<file path="src/rtl/conv_pkg.sv">
`default_nettype none
// ============================================================================
// Module      : conv_pkg
// Description : Shared definitions for the N-to-8 Tx down-converter: lane
//               width mode encodings, serializer FSM state type and the
//               lane-count helper used when a word is loaded.
// Ports       : none (package)
// Revision    : 1.0 - initial release
// ============================================================================
package conv_pkg;

    // Width mode encodings (same encoding as PCLK); 2'b11 behaves as MODE_8
    localparam logic [1:0] MODE_32 = 2'b00;
    localparam logic [1:0] MODE_16 = 2'b01;
    localparam logic [1:0] MODE_8  = 2'b10;

    // Serializer FSM states
    typedef enum logic [0:0] {
        ST_IDLE  = 1'b0,
        ST_SHIFT = 1'b1
    } state_t;

    // Number of active byte lanes for a given mode and input word width.
    // 32-bit mode is capped by the physical word width.
    function automatic logic [2:0] lanes(input logic [1:0] mode, input int unsigned in_w);
        logic [2:0] l;
        case (mode)
            MODE_32: l = (in_w >= 32) ? 3'd4 : 3'(in_w / 8);
            MODE_16: l = 3'd2;
            default: l = 3'd1;
        endcase
        return l;
    endfunction

endpackage
`default_nettype wire

</file>
<file path="src/rtl/conv_ntx8_param_if.sv">
`default_nettype none
// ============================================================================
// Module      : conv_ntx8_param_if
// Description : Word-side and byte-side valid/ready bus of the N-to-8 Tx
//               down-converter.
//   master : link layer / downstream side (drives in_*, out_ready)
//   slave  : converter side (drives in_ready, out_*)
//   in_data  [IN_W]   parallel word       in_k  [IN_W/8] K flag per byte
//   in_valid / in_ready                   word handshake
//   out_data [8]      serialised byte     out_k          K flag of out_data
//   out_valid / out_ready                 byte handshake
// Revision    : 1.0 - initial release
// ============================================================================
interface conv_ntx8_param_if #(
    parameter int IN_W = 32
);
    logic [IN_W-1:0]   in_data;
    logic [IN_W/8-1:0] in_k;
    logic              in_valid;
    logic              in_ready;
    logic [7:0]        out_data;
    logic              out_k;
    logic              out_valid;
    logic              out_ready;

    modport master (
        output in_data, in_k, in_valid, out_ready,
        input  in_ready, out_data, out_k, out_valid
    );

    modport slave (
        input  in_data, in_k, in_valid, out_ready,
        output in_ready, out_data, out_k, out_valid
    );
endinterface
`default_nettype wire

</file>
<file path="src/rtl/conv_fifo.sv">
`default_nettype none
// ============================================================================
// Module      : conv_fifo
// Description : Synchronous FIFO holding {k, data} words ahead of the
//               serializer. Show-ahead: head_o is the oldest entry.
//   clk, rst   clock, synchronous active-high flush
//   push_i     write din_i (caller guarantees not full)
//   pop_i      drop head (caller guarantees not empty)
//   din_i      entry to write          head_o   oldest entry
//   count_o    occupancy, 0..DEPTH
// Revision    : 1.0 - initial release
// ============================================================================
module conv_fifo #(
    parameter  int W     = 40,
    parameter  int DEPTH = 2,
    localparam int AW    = $clog2(DEPTH),
    localparam int CW    = $clog2(DEPTH + 1)
) (
    input  wire logic          clk,
    input  wire logic          rst,
    input  wire logic          push_i,
    input  wire logic          pop_i,
    input  wire logic [W-1:0]  din_i,
    output logic      [W-1:0]  head_o,
    output logic      [CW-1:0] count_o
);

    logic [W-1:0]  mem_q [DEPTH];
    logic [AW-1:0] wr_ptr_q;
    logic [AW-1:0] rd_ptr_q;
    logic [CW-1:0] count_q;

    // Storage needs no reset: only entries counted in count_q are ever read.
    always_ff @(posedge clk) begin
        if (push_i) begin
            mem_q[wr_ptr_q] <= din_i;
        end
    end

    // DEPTH is a power of two, so pointers wrap by natural overflow.
    always_ff @(posedge clk) begin
        if (rst) begin
            wr_ptr_q <= '0;
            rd_ptr_q <= '0;
            count_q  <= '0;
        end else begin
            if (push_i) begin
                wr_ptr_q <= wr_ptr_q + AW'(1);
            end
            if (pop_i) begin
                rd_ptr_q <= rd_ptr_q + AW'(1);
            end
            case ({push_i, pop_i})
                2'b10:   count_q <= count_q + CW'(1);
                2'b01:   count_q <= count_q - CW'(1);
                default: count_q <= count_q;
            endcase
        end
    end

    assign head_o  = mem_q[rd_ptr_q];
    assign count_o = count_q;

endmodule
`default_nettype wire

</file>
<file path="src/rtl/conv_ntx8_param.sv">
`default_nettype none
// ============================================================================
// Module      : conv_ntx8_param
// Description : Parametrised N-to-8 down-converter for the PHY Tx path.
//               Words are queued in conv_fifo, then serialised MS active
//               byte first with their per-byte K flags.
//   CLK    Tx byte clock            RESET  synchronous active-high reset
//   ENB    block enable (low freezes all state, in_ready forced low)
//   PCLK   width mode: 00 32-bit, 01 16-bit, 1x 8-bit (sampled on load)
//   bus    conv_ntx8_param_if.slave word in / byte out handshakes
// Revision    : 1.0 - initial release
// ============================================================================
module conv_ntx8_param #(
    parameter int IN_W  = 32,
    parameter int DEPTH = 2
) (
    input  wire logic       CLK,
    input  wire logic       RESET,
    input  wire logic       ENB,
    input  wire logic [1:0] PCLK,
    conv_ntx8_param_if.slave bus
);
    import conv_pkg::*;

    localparam int KW = IN_W / 8;
    localparam int FW = IN_W + KW;
    localparam int CW = $clog2(DEPTH + 1);

    // ------------------------------------------------------------------
    // Input FIFO
    // ------------------------------------------------------------------
    logic [CW-1:0] w_count;
    logic [FW-1:0] w_head;
    logic          w_empty;
    logic          w_in_ready;
    logic          w_push;
    logic          w_load;

    // in_ready depends only on the registered count, never on a same-cycle
    // pop, so a full FIFO frees its slot one cycle after the load.
    assign w_in_ready = ENB && !RESET && (w_count < CW'(DEPTH));
    assign w_push     = bus.in_valid && w_in_ready;
    assign w_empty    = (w_count == '0);

    conv_fifo #(
        .W     (FW),
        .DEPTH (DEPTH)
    ) u_fifo (
        .clk     (CLK),
        .rst     (RESET),
        .push_i  (w_push),
        .pop_i   (w_load),
        .din_i   ({bus.in_k, bus.in_data}),
        .head_o  (w_head),
        .count_o (w_count)
    );

    // ------------------------------------------------------------------
    // Serializer state
    // ------------------------------------------------------------------
    state_t          state_q, state_d;
    logic [1:0]      lane_q,  lane_d;
    logic [IN_W-1:0] word_q,  word_d;
    logic [KW-1:0]   k_q,     k_d;

    logic            w_pop_byte;
    logic [2:0]      w_lanes;
    logic [3:0][7:0] w_bytes;
    logic [3:0]      w_k_pad;

    assign w_pop_byte = ENB && (state_q == ST_SHIFT) && bus.out_ready;
    assign w_lanes    = lanes(PCLK, IN_W);

    always_ff @(posedge CLK) begin
        if (RESET) begin
            state_q <= ST_IDLE;
            lane_q  <= 2'd0;
            word_q  <= '0;
            k_q     <= '0;
        end else begin
            state_q <= state_d;
            lane_q  <= lane_d;
            word_q  <= word_d;
            k_q     <= k_d;
        end
    end

    always_comb begin
        state_d = state_q;
        lane_d  = lane_q;
        word_d  = word_q;
        k_d     = k_q;
        w_load  = 1'b0;

        case (state_q)
            ST_IDLE: begin
                if (ENB && !w_empty) begin
                    w_load  = 1'b1;
                    state_d = ST_SHIFT;
                end
            end
            ST_SHIFT: begin
                if (w_pop_byte) begin
                    if (lane_q != 2'd0) begin
                        lane_d = lane_q - 2'd1;
                    end else if (!w_empty) begin
                        // last lane consumed and another word waits: no bubble
                        w_load = 1'b1;
                    end else begin
                        state_d = ST_IDLE;
                    end
                end
            end
            default: state_d = ST_IDLE;
        endcase

        // Mode is latched here only, so PCLK changes never affect a word in flight.
        if (w_load) begin
            word_d = w_head[IN_W-1:0];
            k_d    = w_head[FW-1:IN_W];
            lane_d = 2'(w_lanes - 3'd1);
        end
    end

    // Pad to four lanes so a single lane index works for every IN_W.
    assign w_bytes = 32'(word_q);
    assign w_k_pad = 4'(k_q);

    assign bus.in_ready  = w_in_ready;
    assign bus.out_valid = (state_q == ST_SHIFT);
    assign bus.out_data  = w_bytes[lane_q];
    assign bus.out_k     = w_k_pad[lane_q];

endmodule
`default_nettype wire

</file>
<file path="src/flat_wrapper.sv">
// flat-port wrapper written by rule: the top's interface ports become plain ports
module conv_ntx8_param_flat import conv_pkg::*;
#(
    parameter int IN_W  = 32,
    parameter int DEPTH = 2
)
  (CLK, RESET, ENB, PCLK, bus_in_data, bus_in_k, bus_in_valid, bus_out_ready, bus_in_ready, bus_out_data, bus_out_k, bus_out_valid);
  conv_ntx8_param_if #(.IN_W(IN_W)) bus_i ();
  input  wire logic CLK;
  input  wire logic RESET;
  input  wire logic ENB;
  input  wire logic [1:0] PCLK;
  input wire logic [$bits(bus_i.in_data)-1:0] bus_in_data;
  input wire logic [$bits(bus_i.in_k)-1:0] bus_in_k;
  input wire logic [$bits(bus_i.in_valid)-1:0] bus_in_valid;
  input wire logic [$bits(bus_i.out_ready)-1:0] bus_out_ready;
  output wire logic [$bits(bus_i.in_ready)-1:0] bus_in_ready;
  output wire logic [$bits(bus_i.out_data)-1:0] bus_out_data;
  output wire logic [$bits(bus_i.out_k)-1:0] bus_out_k;
  output wire logic [$bits(bus_i.out_valid)-1:0] bus_out_valid;
  assign bus_i.in_data = bus_in_data;
  assign bus_i.in_k = bus_in_k;
  assign bus_i.in_valid = bus_in_valid;
  assign bus_i.out_ready = bus_out_ready;
  assign bus_in_ready = bus_i.in_ready;
  assign bus_out_data = bus_i.out_data;
  assign bus_out_k = bus_i.out_k;
  assign bus_out_valid = bus_i.out_valid;
  conv_ntx8_param #(.IN_W(IN_W), .DEPTH(DEPTH)) u_core (.CLK(CLK), .RESET(RESET), .ENB(ENB), .PCLK(PCLK), .bus(bus_i));
endmodule
</file>
<file path="config.mk">
export PLATFORM = sky130hd
export DESIGN_NAME = conv_ntx8_param_flat
export DESIGN_NICKNAME = d
export VERILOG_FILES = /design/src/rtl/conv_pkg.sv /design/src/rtl/conv_ntx8_param_if.sv /design/src/rtl/conv_fifo.sv /design/src/rtl/conv_ntx8_param.sv /design/src/flat_wrapper.sv
export SDC_FILE = /design/constraint.sdc
export NUM_CORES = 1
export LEC_CHECK = 0
export CAP_MARGIN = 15
export CELL_PAD_IN_SITES_DETAIL_PLACEMENT = 2
export CELL_PAD_IN_SITES_GLOBAL_PLACEMENT = 2
export CORE_UTILIZATION = 43
export DETAILED_ROUTE_END_ITERATION = 7
export GPL_TIMING_DRIVEN = 0
export HOLD_SLACK_MARGIN = 0.06
export PLACE_DENSITY_LB_ADDON = 0.3
export SKIP_CTS_REPAIR_TIMING = 1
export SLEW_MARGIN = 20
export SYNTH_ARGS = -nofsm -noshare
export SYNTH_HDL_FRONTEND = slang
export SYNTH_SLANG_ARGS = --single-unit
</file>
<file path="constraint.sdc">
create_clock -name CLK -period 5.41 [get_ports CLK]
set_clock_uncertainty 0.05 [all_clocks]
set_input_delay 1.623 -clock CLK [delete_from_list [all_inputs] [get_ports CLK]]
set_output_delay 1.623 -clock CLK [all_outputs]
set_load 0.05 [all_outputs]
</file>
# Word-level counts from Yosys, hierarchy flattened
# Memories as Yosys holds them, arrays and structs flattened. A register that Yosys moved wholly into a read port is not among the register bits.
# Index checks and enable logic that the tools add are counted.
# op_classes
magnitude_cmp,2
n_reduce_logical,16
add_sub_neg,6
eq_ne,3
bitwise,1
n_mux,20
# ops
operator,n
8-bit binary-select mux with 2-bit select,1
2-bit nonzero test,5
1-bit two-way mux,9
2-bit two-way mux,4
8-bit two-way mux,1
2-bit one-hot mux with 2 select lines,2
1-bit logical AND,6
"2-bit by 1-bit subtractor with 2-bit output, second input constant",3
"2-bit by 1-bit == test with 1-bit output, second input constant",2
2-bit zero test,2
1-bit one-hot mux with 2 select lines,2
"2-bit by 3-bit less-than comparator with 1-bit output, second input constant",1
3-bit AND reduction,1
"1-bit adder, second input constant",2
"2-bit by 1-bit adder with 2-bit output, second input constant",1
1-bit binary-select mux with 2-bit select,1
"2-bit == test, second input constant",1
1-bit zero test,2
"2-bit less-than comparator, second input constant",1
1-bit NOT,1
# word_totals
mem_count,1
output_inout_bits,11
ff_bits,7
input_bits,43
mem_bits_rw,72
elab_cells,54
# memory_table
memory,words,word_bits,rd,rd_ports_with_merged_regs,write_ports,line,text
u_core.u_fifo.mem_q,2,36,1,1,1,conv_fifo.sv:28,logic [W-1:0] mem_q [DEPTH];

# Depth between registers and ports, before layout
# depth
ltp_word,7
ltp_mapped,8
ltp_nobuf,6

# Modules after synthesis
# A second synthesis with hierarchy kept.
# unflattened
cells_unflattened,321
hier_area_um2,4798.4
# modules_own_cells
mod,seq_area_each_um2,area_each_um2,instances,cells_each
conv_fifo,2262.2,2787.7,1,132
conv_ntx8_param,780.7,2010.7,1,189

# Worst setup path before layout
# OpenSTA, ideal clock, no wires.
# synth_timing
kind,input port to flip-flop
from,input RESET
to,"memory u_core.u_fifo.mem_q[0][0] (netlist bit), enable pin"
arrival_ps,4950
cell_stages,4
slack_ps,-19
required_time_ps,4931
n_path_buf,1
setup_time_ps,429
path_cell_list,clkbuf_1 nor3b_1 nand2_1 nor2_1
# synth_between
elab_chain_cells,6
# synth_rtl
item,line,text
from (decl),flat_wrapper.sv:10,input wire logic RESET;
1-bit zero test,conv_ntx8_param.sv:41,assign w_in_ready = ENB && !RESET && (w_count < CW'(DEPTH));
1-bit logical AND (2 in a row),conv_ntx8_param.sv:41,
net bus_in_ready,flat_wrapper.sv:17,output wire logic [$bits(bus_i.in_ready)-1:0] bus_in_ready;
1-bit logical AND,conv_ntx8_param.sv:42,assign w_push = bus.in_valid && w_in_ready;
1-bit two-way mux,conv_fifo.sv:35,if (push_i) begin
1-bit two-way mux (not written as such),conv_fifo.sv:36,mem_q[wr_ptr_q] <= din_i;
to (decl),conv_fifo.sv:28,
# The timed path passes the listed nets, and every way through them passes these cells.

# Worst setup path in the final report
# layout_timing
from,input ENB
to,output bus_in_ready
# layout_between
elab_chain_cells,2
# layout_rtl
item,line,text
from (decl),flat_wrapper.sv:11,input wire logic ENB;
1-bit logical AND (2 in a row),conv_ntx8_param.sv:41,
to (decl),flat_wrapper.sv:17,
# No other way between the ends.

==> run metrics <==
status=finished, final reports clean; Slew Limit Fails=0; Post-DRT Antenna Nets=0; DR pass1 iterations=4; commonest cells after routing, fill and taps aside=edfxtp_1, clkdlybuf4s50_1, dfxtp_1; Yosys top cell area share=47.6%; commonest non-fill, non-tap cell in the layout=edfxtp_1; total of max-cap violations=0; multi-input logic area=1380 um2; slowest CP cell=clkdlybuf4s50_1; normalized max-slew margin=40.8%; syn_area_per_cell=~16 um2; Leak=1.92 nW; Worst Max-Slew Pin Slew=around 0.9 ns; DR iter-0 viols=132; clk_lat worst skew=0.54 ns; CTS tree=yes; FMAX=roughly 0.20 GHz; setup TNS=0 ns; final hold vios=0; die height=105 um; CP Max Fanout=4; CP max stage delay=~0.87 ns; Vias/cell=around 5.5; CP Capture Type=output port; DRC Markers=0; count of buffer and inverter cells on the critical path=2; first-pass GRT wire length=20,900 um; Final period util=92.7%; clock buffer depth=2; WP data required=roughly 3.7 ns; Worst IR Drop VDD=0.244 mV; cells after synthesis=287; overall routing resource usage=~28%; CTS H-tree lvls=4; die area=11,000 um2; WL final=13,800 um; largest net degree at the start of global routing=21; number of CTS-inserted buffers=17; HPWL reported at the end of detailed placement=8290 um; Sink Count=115; Pwr per Cell Area=465 nW/um2; CTS root buffer=clkbuf_8; type of origin of the critical path=input pin; final instance area=~6000 um2; Setup CP Type=in2out; Setup WS post-layout=0.396 ns; post-synth net total=331; I/O Buffers=52; Distinct cells, synth=28; post-layout min period=5.01 ns; Fill cells=907; Area contributors post-synth=edfxtp_1, dfxtp_1, a211oi_2, mux2i_1, mux4_2; synth warn=0; initial core utilization=44.2%; CP delay by family, top=buffers and inverters; placer congestion estimate=0.730; drt wl/cell=~27 um; Seq/Total Area, Yosys=around 67%; worst hold path type=reg2reg; Core Area=around 10,000 um2; Reg area=3020 um2; Cell Chain, Critical Path=clkdlybuf4s50_1 -> nor3b_1 -> clkdlybuf4s50_1; Vias=2,790; placed cell areas=5300 um2; Post-Syn Area=4540 um2; Top cell by count, worst path=clkdlybuf4s50_1; Rows=37; Setup violations, final=0; Area Overhead vs Synth=30.2%; IO Pins=54; critical path arrival=3.34 ns; clock transition at the registers of the reported paths=0.06 ns; Net count, final=about 400; pre-CTS setup slack=around 0.41 ns; n_diodes=0; vias in the first global route=~3,200; initial antenna violation count=0; FF+latch count, synth=115; grt ovf=0; RSZ-0062 raised after global routing=no; Yosys top cell by area=edfxtp_1; DIE WIDTH=approximately 100 um; fraction of layout cells with a size suffix above 1=25.7%
## power breakdown
group	internal, W	switching (W)
Sequential	0.00100	0.0000559
Clock	0.000782	0.000407
Combinational	0.000202	0.000301
## Yosys cell counts
| library cell | n |
|---|---|
| nand2_1 | 1 |
| xor2_1 | 2 |
| edfxtp_1 | 72 |
| nand3_1 | 1 |
| ha_1 | 1 |
| a221o_1 | 1 |
| clkbuf_1 | 6 |
| a2111o_1 | 1 |
| inv_1 | 4 |
| nor2_1 | 40 |
| xnor2_1 | 2 |
| nand2b_1 | 1 |
| a211oi_2 | 36 |
| nor2_2 | 1 |
| nor3b_1 | 1 |
| o21ai_0 | 6 |
| nand3b_1 | 1 |
| and3_1 | 1 |
| or3_1 | 1 |
| a21oi_4 | 1 |
| a21oi_1 | 4 |
| mux2i_1 | 36 |
| buf_2 | 5 |
| buf_6 | 8 |
| or3b_4 | 1 |
| mux4_2 | 9 |
| a21bo_2 | 1 |
| dfxtp_1 | 43 |
## worst paths after layout
check	from	to	slack [ns]	depth (start not counted)
worst max-delay path	ENB	bus_in_ready	0.40	3
worst min-delay path	u_core.w_bytes[0]	u_core.w_bytes[0]	0.49	2
worst max register to register	u_core.lane_q[0]	u_core.u_fifo.count_o[1]	2.92	7
worst min register to register	u_core.w_bytes[0]	u_core.w_bytes[0]	0.49	2
## registers in the layout (all words and copies together), names as in the netlist
register / cells
u_core.bus.out_valid: 1
u_core.k_q: 4
u_core.lane_q: 2
u_core.u_fifo.count_o: 2
u_core.u_fifo.mem_q: 72
u_core.u_fifo.rd_ptr_q: 1
u_core.u_fifo.wr_ptr_q: 1
u_core.w_bytes: 32
## cells by family (layout without fill, tap and decap cells)
group	after synthesis	after routing	share of synthesized area, %
buffers and inverters	23	109	3.36
xor gates and xnor gates	4	4	0.771
DFF	115	115	66.5
AOI/OAI and AO/OA	50	50	12.1
adders and majority gates	1	1	0.275
muxes	45	45	12.4
and+or+nand+nor	49	49	4.63
## routing by layer
layer	global-route usage (%)	wire, um	vias up
met5	0	0	-
met3	7.17	435	35
met2	50.0	7450	76
met1	29.7	5350	1444
li1	-	-	1235
met4	13.7	543	0
## final cells by class
cell class	count	share of cell area, %
inverter	4	0.254
clock inverter	10	2.64
clock buffer	22	7.82
sequential	115	51.1
buffer	19	2.33
timing repair buffer	54	9.73
tap	136	2.88
multi-input combinational	149	23.3
## worst reg2reg max path: cells and delay by family, from the launching register on
kind	cells	cell delay [ns]
simple gates	2	0.84
buf+inv	2	0.41
fa+ha+maj	1	0.30
flops	1	0.39
compound gates	2	0.44
## through the flow
stage / util (%) / hold WS (ns) / total power (W) / std cells
final: 57.6 / 0.493 / 0.00275 / 509
after global routing: 57.6 / 0.533 / 0.00283 / 509
after CTS: 57.6 / 0.501 / 0.00277 / 509
after detailed placement: 51.6 / 0.481 / 0.00155 / 477
after global placement: 51.0 / 0.456 / 0.00151 / 475
after floorplan: - / 0.431 / 0.00138 / 287
(Power assumes the default switching activity.)
==> patch 1 (same flow settings) <==
`IN_W` is set to 32 in 3 places; all go to 16.
--- a/src/rtl/conv_ntx8_param_if.sv
+++ b/src/rtl/conv_ntx8_param_if.sv
@@ -12,7 +12,7 @@
 // Revision    : 1.0 - initial release
 // ============================================================================
 interface conv_ntx8_param_if #(
-    parameter int IN_W = 32
+    parameter int IN_W = 16
 );
     logic [IN_W-1:0]   in_data;
     logic [IN_W/8-1:0] in_k;
--- a/src/rtl/conv_ntx8_param.sv
+++ b/src/rtl/conv_ntx8_param.sv
@@ -11,7 +11,7 @@
 // Revision    : 1.0 - initial release
 // ============================================================================
 module conv_ntx8_param #(
-    parameter int IN_W  = 32,
+    parameter int IN_W  = 16,
     parameter int DEPTH = 2
 ) (
     input  wire logic       CLK,
--- a/src/flat_wrapper.sv
+++ b/src/flat_wrapper.sv
@@ -1,7 +1,7 @@
 // flat-port wrapper written by rule: the top's interface ports become plain ports
 module conv_ntx8_param_flat import conv_pkg::*;
 #(
-    parameter int IN_W  = 32,
+    parameter int IN_W  = 16,
     parameter int DEPTH = 2
 )
   (CLK, RESET, ENB, PCLK, bus_in_data, bus_in_k, bus_in_valid, bus_out_ready, bus_in_ready, bus_out_data, bus_out_k, bus_out_valid);
Interface: changed (resized bus_in_data and bus_in_k); port bits go from 54 to 36. The function was not compared with the original's and may differ.
==> patch 1 against the unedited design <==
First-iteration DRC count fell by 39%. Sequential cell count decreased by 54. Wire length shrank 48%. Power shrank 51%. Area after synthesis decreased by 46%. Count of clock-buffer cells in the layout shrank 13. Via count is 42% lower. Sequential share of layout area down 0.46 points. Worst setup slack worse by 0.067 ns. Final area down 47%. Critical path type unchanged. Critical endpoint unchanged. Largest power group is now registers.
==> patch 1: results (changes against the unedited design) <==
----------------------------------------------------
[CTS]
  Source-to-sink clock delay at the later pin of the worst-skew pair ... 0.35 ns (-0.19 ns)
  Maximum level of the CTS H-tree ... 3 (-1)
  Number of buffers inserted during clock tree synthesis ... 9 (-8)

[Logic synthesis]
  Syn_nets ... 202 (-39%)
  Number of distinct library cells after synthesis ... 26 (-7.1%)
  EDFF count, synth ... 36 (-50%)
  Top cells by area, synth ... sky130_fd_sc_hd__edfxtp_1 (44%), sky130_fd_sc_hd__dfxtp_1 (20%), sky130_fd_sc_hd__mux2i_1 (11%), sky130_fd_sc_hd__a211oi_2 (9.2%), sky130_fd_sc_hd__nor2_1 (4.9%)
  Share of synthesized area occupied by flip-flops and latches ... 64.6% (-1.9 points)

[Cells and area]
  Layout overhead on the synthesized area ... 27.6%
  Fill cell count ... 497 (-45%)
  Share of cells above drive strength 1 ... 19.5% (-6.3 points)
  Flip-flop count of the largest register after layout ... 36 (-50%)
  Number of nets in the layout ... 247 (-39%)

[Placement]
  Count of buffers from port buffering ... 33 (-37%)
  Post-place instance area ... 2890 sq um (-46%)
  Hpwl dp ... 4540 um (-45%)
  Gpl congestion ... 0.757 (+3.7%)

[Global routing]
  Global-route usage over all layers ... 26.9% (-0.72 points)
  Vias in the first global route ... 1891 (-42%)
  Pin count of the biggest net entering global routing ... 19 (-9.5%)
  Wire length of the first global-routing pass ... 11200 um (-46%)

[Setup path]
  Register-to-Register Setup Slack ... 2.99 ns (+0.07 ns)

[Drt]
  Routed vias ... 1614 (-42%)
  Avg WL per Cell ... 24.2 um (-11%)

[Hold path]
  HP Start ... u_core.u_fifo.count_o[1]$_SDFFE_PP0P_
  Worst hold path endpoint ... u_core.u_fifo.count_o[1]$_SDFFE_PP0P_

[Timing]
  Final worst hold slack ... 0.498 ns (+0.00505 ns)
  Transition at the pin with the smallest max-transition slack ... 0.981 ns (+0.0921 ns)

[Outcome]
  Outcome ... finished, final reports clean

[Power and ir drop]
  Worst IR Drop VDD ... 0.278 mV (+14%)

----------------------------------------------------
==> patch 1: cell count changes after synthesis, moves of 2 or more <==
cell,before,now
sky130_fd_sc_hd__a211oi_2,36,18
sky130_fd_sc_hd__buf_2,5,3
sky130_fd_sc_hd__buf_4,0,2
sky130_fd_sc_hd__buf_6,8,2
sky130_fd_sc_hd__clkbuf_1,6,4
sky130_fd_sc_hd__dfxtp_1,43,25
sky130_fd_sc_hd__edfxtp_1,72,36
sky130_fd_sc_hd__inv_1,4,2
sky130_fd_sc_hd__mux2i_1,36,27
sky130_fd_sc_hd__mux4_2,9,0
sky130_fd_sc_hd__nor2_1,40,32
==> patch 1: how the worst max path moves through the flow <==
stage	slack (ns)	start	cells past startpoint	end
after global placement	0.42	ENB	3	bus_in_ready
after floorplan	0.66	RESET	2	bus_in_ready
after detailed placement	0.36	ENB	3	bus_in_ready
final	0.33	ENB	3	bus_in_ready
after global routing	0.26	ENB	3	bus_in_ready
after CTS	0.31	ENB	3	bus_in_ready
==> patch 1: cell families (layout without fill, tap and decap cells) <==
logic type / after synthesis / after routing / share of synthesized area (%)
adders and majority gates: 1 / 1 / 0.511
muxes: 27 / 27 / 11.0
and+or+nand+nor: 39 / 39 / 6.90
AOI/OAI and AO/OA: 31 / 31 / 12.5
buffers and inverters: 13 / 63 / 3.07
xor gates and xnor gates: 4 / 4 / 1.43
DFF: 61 / 61 / 64.6
==> patch 1: routing by layer <==
metal	vias up	track usage (%)	routed length, um
li1	736	-	-
met1	825	29.7	2970
met2	37	48.5	3870
met3	16	6.00	195
met4	0	12.8	181
met5	-	0	0
==> patch 1: per-stage QoR <==
step,total power [mW],cells
after floorplan,0.761,176
after global placement,0.835,281
after detailed placement,0.866,282
after CTS,1.37,298
after global routing,1.41,298
final,1.36,298
==> patch 1: area by class of cell <==
| type | instances | share of cell area [%] |
|---|---|---|
| Timing Repair Buffer | 34 | 11.1 |
| Multi-Input combinational cell | 102 | 25.4 |
| Buffer | 11 | 2.16 |
| Clock buffer | 9 | 3.96 |
| Tap cell | 72 | 2.88 |
| Sequential cell | 61 | 50.6 |
| Clock inverter | 7 | 3.64 |
| Inverter | 2 | 0.240 |
==> patch 1: power by group <==
| part | leakage [nW] | switching [mW] | internal, mW |
|---|---|---|---|
| combinational | 0.375 | 0.191 | 0.118 |
| sequential | 0.530 | 0.0268 | 0.529 |
| clock | 0.113 | 0.192 | 0.303 |
==> patch 1: critical path, stage by stage <==
cell                              delay (ns)
sky130_fd_sc_hd__clkdlybuf4s50_1        0.50
sky130_fd_sc_hd__nor3b_1                0.40
sky130_fd_sc_hd__clkdlybuf4s50_1        0.89
==> patch 2 (same flow settings) <==
Without the edit above. `word_q` no longer has a reset.
--- a/src/rtl/conv_ntx8_param.sv
+++ b/src/rtl/conv_ntx8_param.sv
@@ -75,14 +75,16 @@
         if (RESET) begin
             state_q <= ST_IDLE;
             lane_q  <= 2'd0;
-            word_q  <= '0;
             k_q     <= '0;
         end else begin
             state_q <= state_d;
             lane_q  <= lane_d;
-            word_q  <= word_d;
             k_q     <= k_d;
         end
+    end
+
+    always_ff @(posedge CLK) begin
+        word_q <= word_d;
     end
 
     always_comb begin
Behaviour: differs if RESET is asserted again (counterexample within 4 cycles, from zero or initial values and one cycle with RESET high); with RESET held inactive, the same outputs for 10 cycles.
==> patch 2 against the unedited design <==
Final area shrank 4.3%. Sequential share of layout area is 8.3 points higher. Wire length decreased by 27%. Power fell by 12%. Area after synthesis shrank 3.8%. Worst setup slack got worse by 0.17 ns. Sequential cell count is 1 higher. Core utilization grew 0.086 points. Non-clock buffer count down 7.
==> patch 2: results (changes against the unedited design) <==
----------------------------------------------------
[Setup path]
  Critical Path Max Stage Delay ... 0.86 ns
  Data arrival time of the critical path ... 3.51 ns (+0.17 ns)
  Cell with the biggest individual delay on the critical path ... sky130_fd_sc_hd__clkdlybuf4s50_1
  Max Fanout on Critical Path ... 5 (+1)

[Cells and area]
  ANT cells ... 0 (unchanged)
  Largest register by flop count ... u_core.u_fifo.mem_q
  Flip-flop count of the largest register after layout ... 72 (unchanged)
  Number of nets in the layout ... 343 (-15%)
  Fill cell count ... 846 (-6.7%)
  Share of cells above drive strength 1 ... 27.7% (+1.9 points)

[Logic synthesis]
  Cells after synthesis ... 225 (-22%)
  Share of synthesized area occupied by flip-flops and latches ... 76.9% (+10 points)
  Warnings, synthesis ... 0 (unchanged)
  Leading post-synthesis cells by instance count ... sky130_fd_sc_hd__edfxtp_1 (104), sky130_fd_sc_hd__mux2_2 (36), sky130_fd_sc_hd__dfxtp_1 (12), sky130_fd_sc_hd__mux4_2 (9), sky130_fd_sc_hd__a211oi_1 (8)
  Top cells by area, synth ... sky130_fd_sc_hd__edfxtp_1 (71%), sky130_fd_sc_hd__mux2_2 (9.3%), sky130_fd_sc_hd__dfxtp_1 (5.5%), sky130_fd_sc_hd__mux4_2 (4.6%), sky130_fd_sc_hd__a211oi_1 (1.4%)
  EDFF count, synth ... 104 (+44%)
  Syn_nets ... 269 (-19%)
  Number of distinct library cells after synthesis ... 34 (+21%)
  Post-synth ARST share ... 0% (unchanged)

[Placement]
  Placed Cells ... 413 (-13%)
  Post-place instance area ... 5130 sq um (-3.1%)
  Count of buffers from port buffering ... 53 (+1.9%)
  Gpl congestion ... 0.788 (+8.0%)
  Hpwl dp ... 6660 um (-20%)

[CTS]
  Maximum level of the CTS H-tree ... 4 (unchanged)
  Clock tree root driver cell ... sky130_fd_sc_hd__clkbuf_8
  Clk slew on worst S/H paths ... 0.06 ns (about the same)
  Source-to-sink clock delay at the later pin of the worst-skew pair ... 0.52 ns (-0.02 ns)
  Number of buffers inserted during clock tree synthesis ... 17 (unchanged)
  Buffer levels on the longest clock path ... 2 (unchanged)

[Timing]
  Number of setup violations in the final report ... 0 (unchanged)
  Max-Slew Margin vs Limit ... 49.0% (+8.2 points)
  Final Hold Fails ... 0 (unchanged)

[Hold path]
  Hold crit path type ... flip-flop to flip-flop

[Global routing]
  Pin count of the biggest net entering global routing ... 36 (+71%)
  Initial antenna violation count ... 0 (unchanged)
  Wire length of the first global-routing pass ... 15300 um (-27%)
  Global-route usage over all layers ... 21.5% (-6.1 points)
  Vias in the first global route ... 2720 (-16%)

[Drt]
  Starting DRC count in detailed routing ... 70 (-47%)
  Total routed wirelength ... 10000 um (-27%)
  Avg WL per Cell ... 22.6 um (-16%)
  First-pass iteration count of the detailed router ... 4 (unchanged)
  Routed vias ... 2299 (-18%)

[Outcome]
  Outcome ... finished, final reports clean

[Power and ir drop]
  Worst IR Drop VDD ... 0.227 mV (-6.6%)
  Leakage Power ... 1.86 nW (-2.9%)

----------------------------------------------------
patch 2: cell types whose count changed in the layout (fill, tap and decap cells not counted), sizes merged, moves of 28 or more:
cell,unedited run,this run
mux2,0,38
nor2,41,5
edfxtp,72,104
dfxtp,43,12
mux2i,36,0
a211oi,36,8
patch 2: through the flow:
step                      total power, mW  hold WS, ns  utilization (%)  setup WS (ns)  setup TNS [ns]
after global routing                 2.50        0.436             57.7          0.160               0
after floorplan                      1.30        0.381                -          0.942               0
after global placement               1.42        0.393             51.6         -0.132           -4.68
after detailed placement             1.44        0.415             52.3          0.256               0
after CTS                            2.45        0.427             57.7          0.203               0
final                                2.42        0.421             57.7          0.228               0
patch 2: cell families (layout without fill, tap and decap cells):
kind of cell / after synthesis / count (layout) / share of synthesized area [%]
AOI/OAI and AO/OA: 25 / 25 / 4.15
buffers and inverters: 19 / 105 / 1.83
xor gates and xnor gates: 3 / 3 / 0.601
DFF: 116 / 116 / 76.9
and+or+nand+nor: 14 / 14 / 1.77
muxes: 47 / 47 / 14.4
adders and majority gates: 1 / 1 / 0.286
patch 2: power by group:
| part | internal, mW | switching (mW) |
|---|---|---|
| Clock | 0.602 | 0.392 |
| Combinational | 0.151 | 0.204 |
| Sequential | 1.05 | 0.0229 |
| Total | 1.80 | 0.619 |
patch 2: layout make-up:
class / instances / area, sq um / share of cell area [%]
Sequential cell: 116 / 3360 / 59.4
Multi-Input combinational cell: 90 / 937 / 16.5
Timing Repair Buffer: 55 / 586 / 10.3
Clock buffer: 18 / 418 / 7.38
Tap cell: 133 / 166 / 2.94
Clock inverter: 13 / 113 / 1.99
Buffer: 11 / 48.8 / 0.862
Inverter: 8 / 31.3 / 0.552
patch 2: layer usage:
layer | routed length, um | part of all wire [%] | GRT usage [%]
met4 | 255 | 2.5 | 11.3
met5 | 0 | 0 | 0
met1 | 3950 | 39 | 23.4
met3 | 343 | 3.4 | 5.90
met2 | 5490 | 55 | 38.4
patch 2: path summary, 6_finish.rpt:
path	to	slack, ns	start	cells after the start
worst max-delay path	bus_in_ready	0.23	ENB	4
worst min-delay path	u_core.k_q[2]$_SDFFE_PP0N_	0.42	u_core.k_q[2]$_SDFFE_PP0N_	2
worst max register to register	u_core.u_fifo.count_o[1]$_SDFFE_PP0P_	2.54	u_core.u_fifo.count_o[1]$_SDFFE_PP0P_	7
worst min register to register	u_core.k_q[2]$_SDFFE_PP0N_	0.42	u_core.k_q[2]$_SDFFE_PP0N_	2
patch 2: worst max-delay path: cells and delay by family:
family                 cells  cell delay [ns]
buffers and inverters      3             1.60
and+or+nand+nor            1             0.29
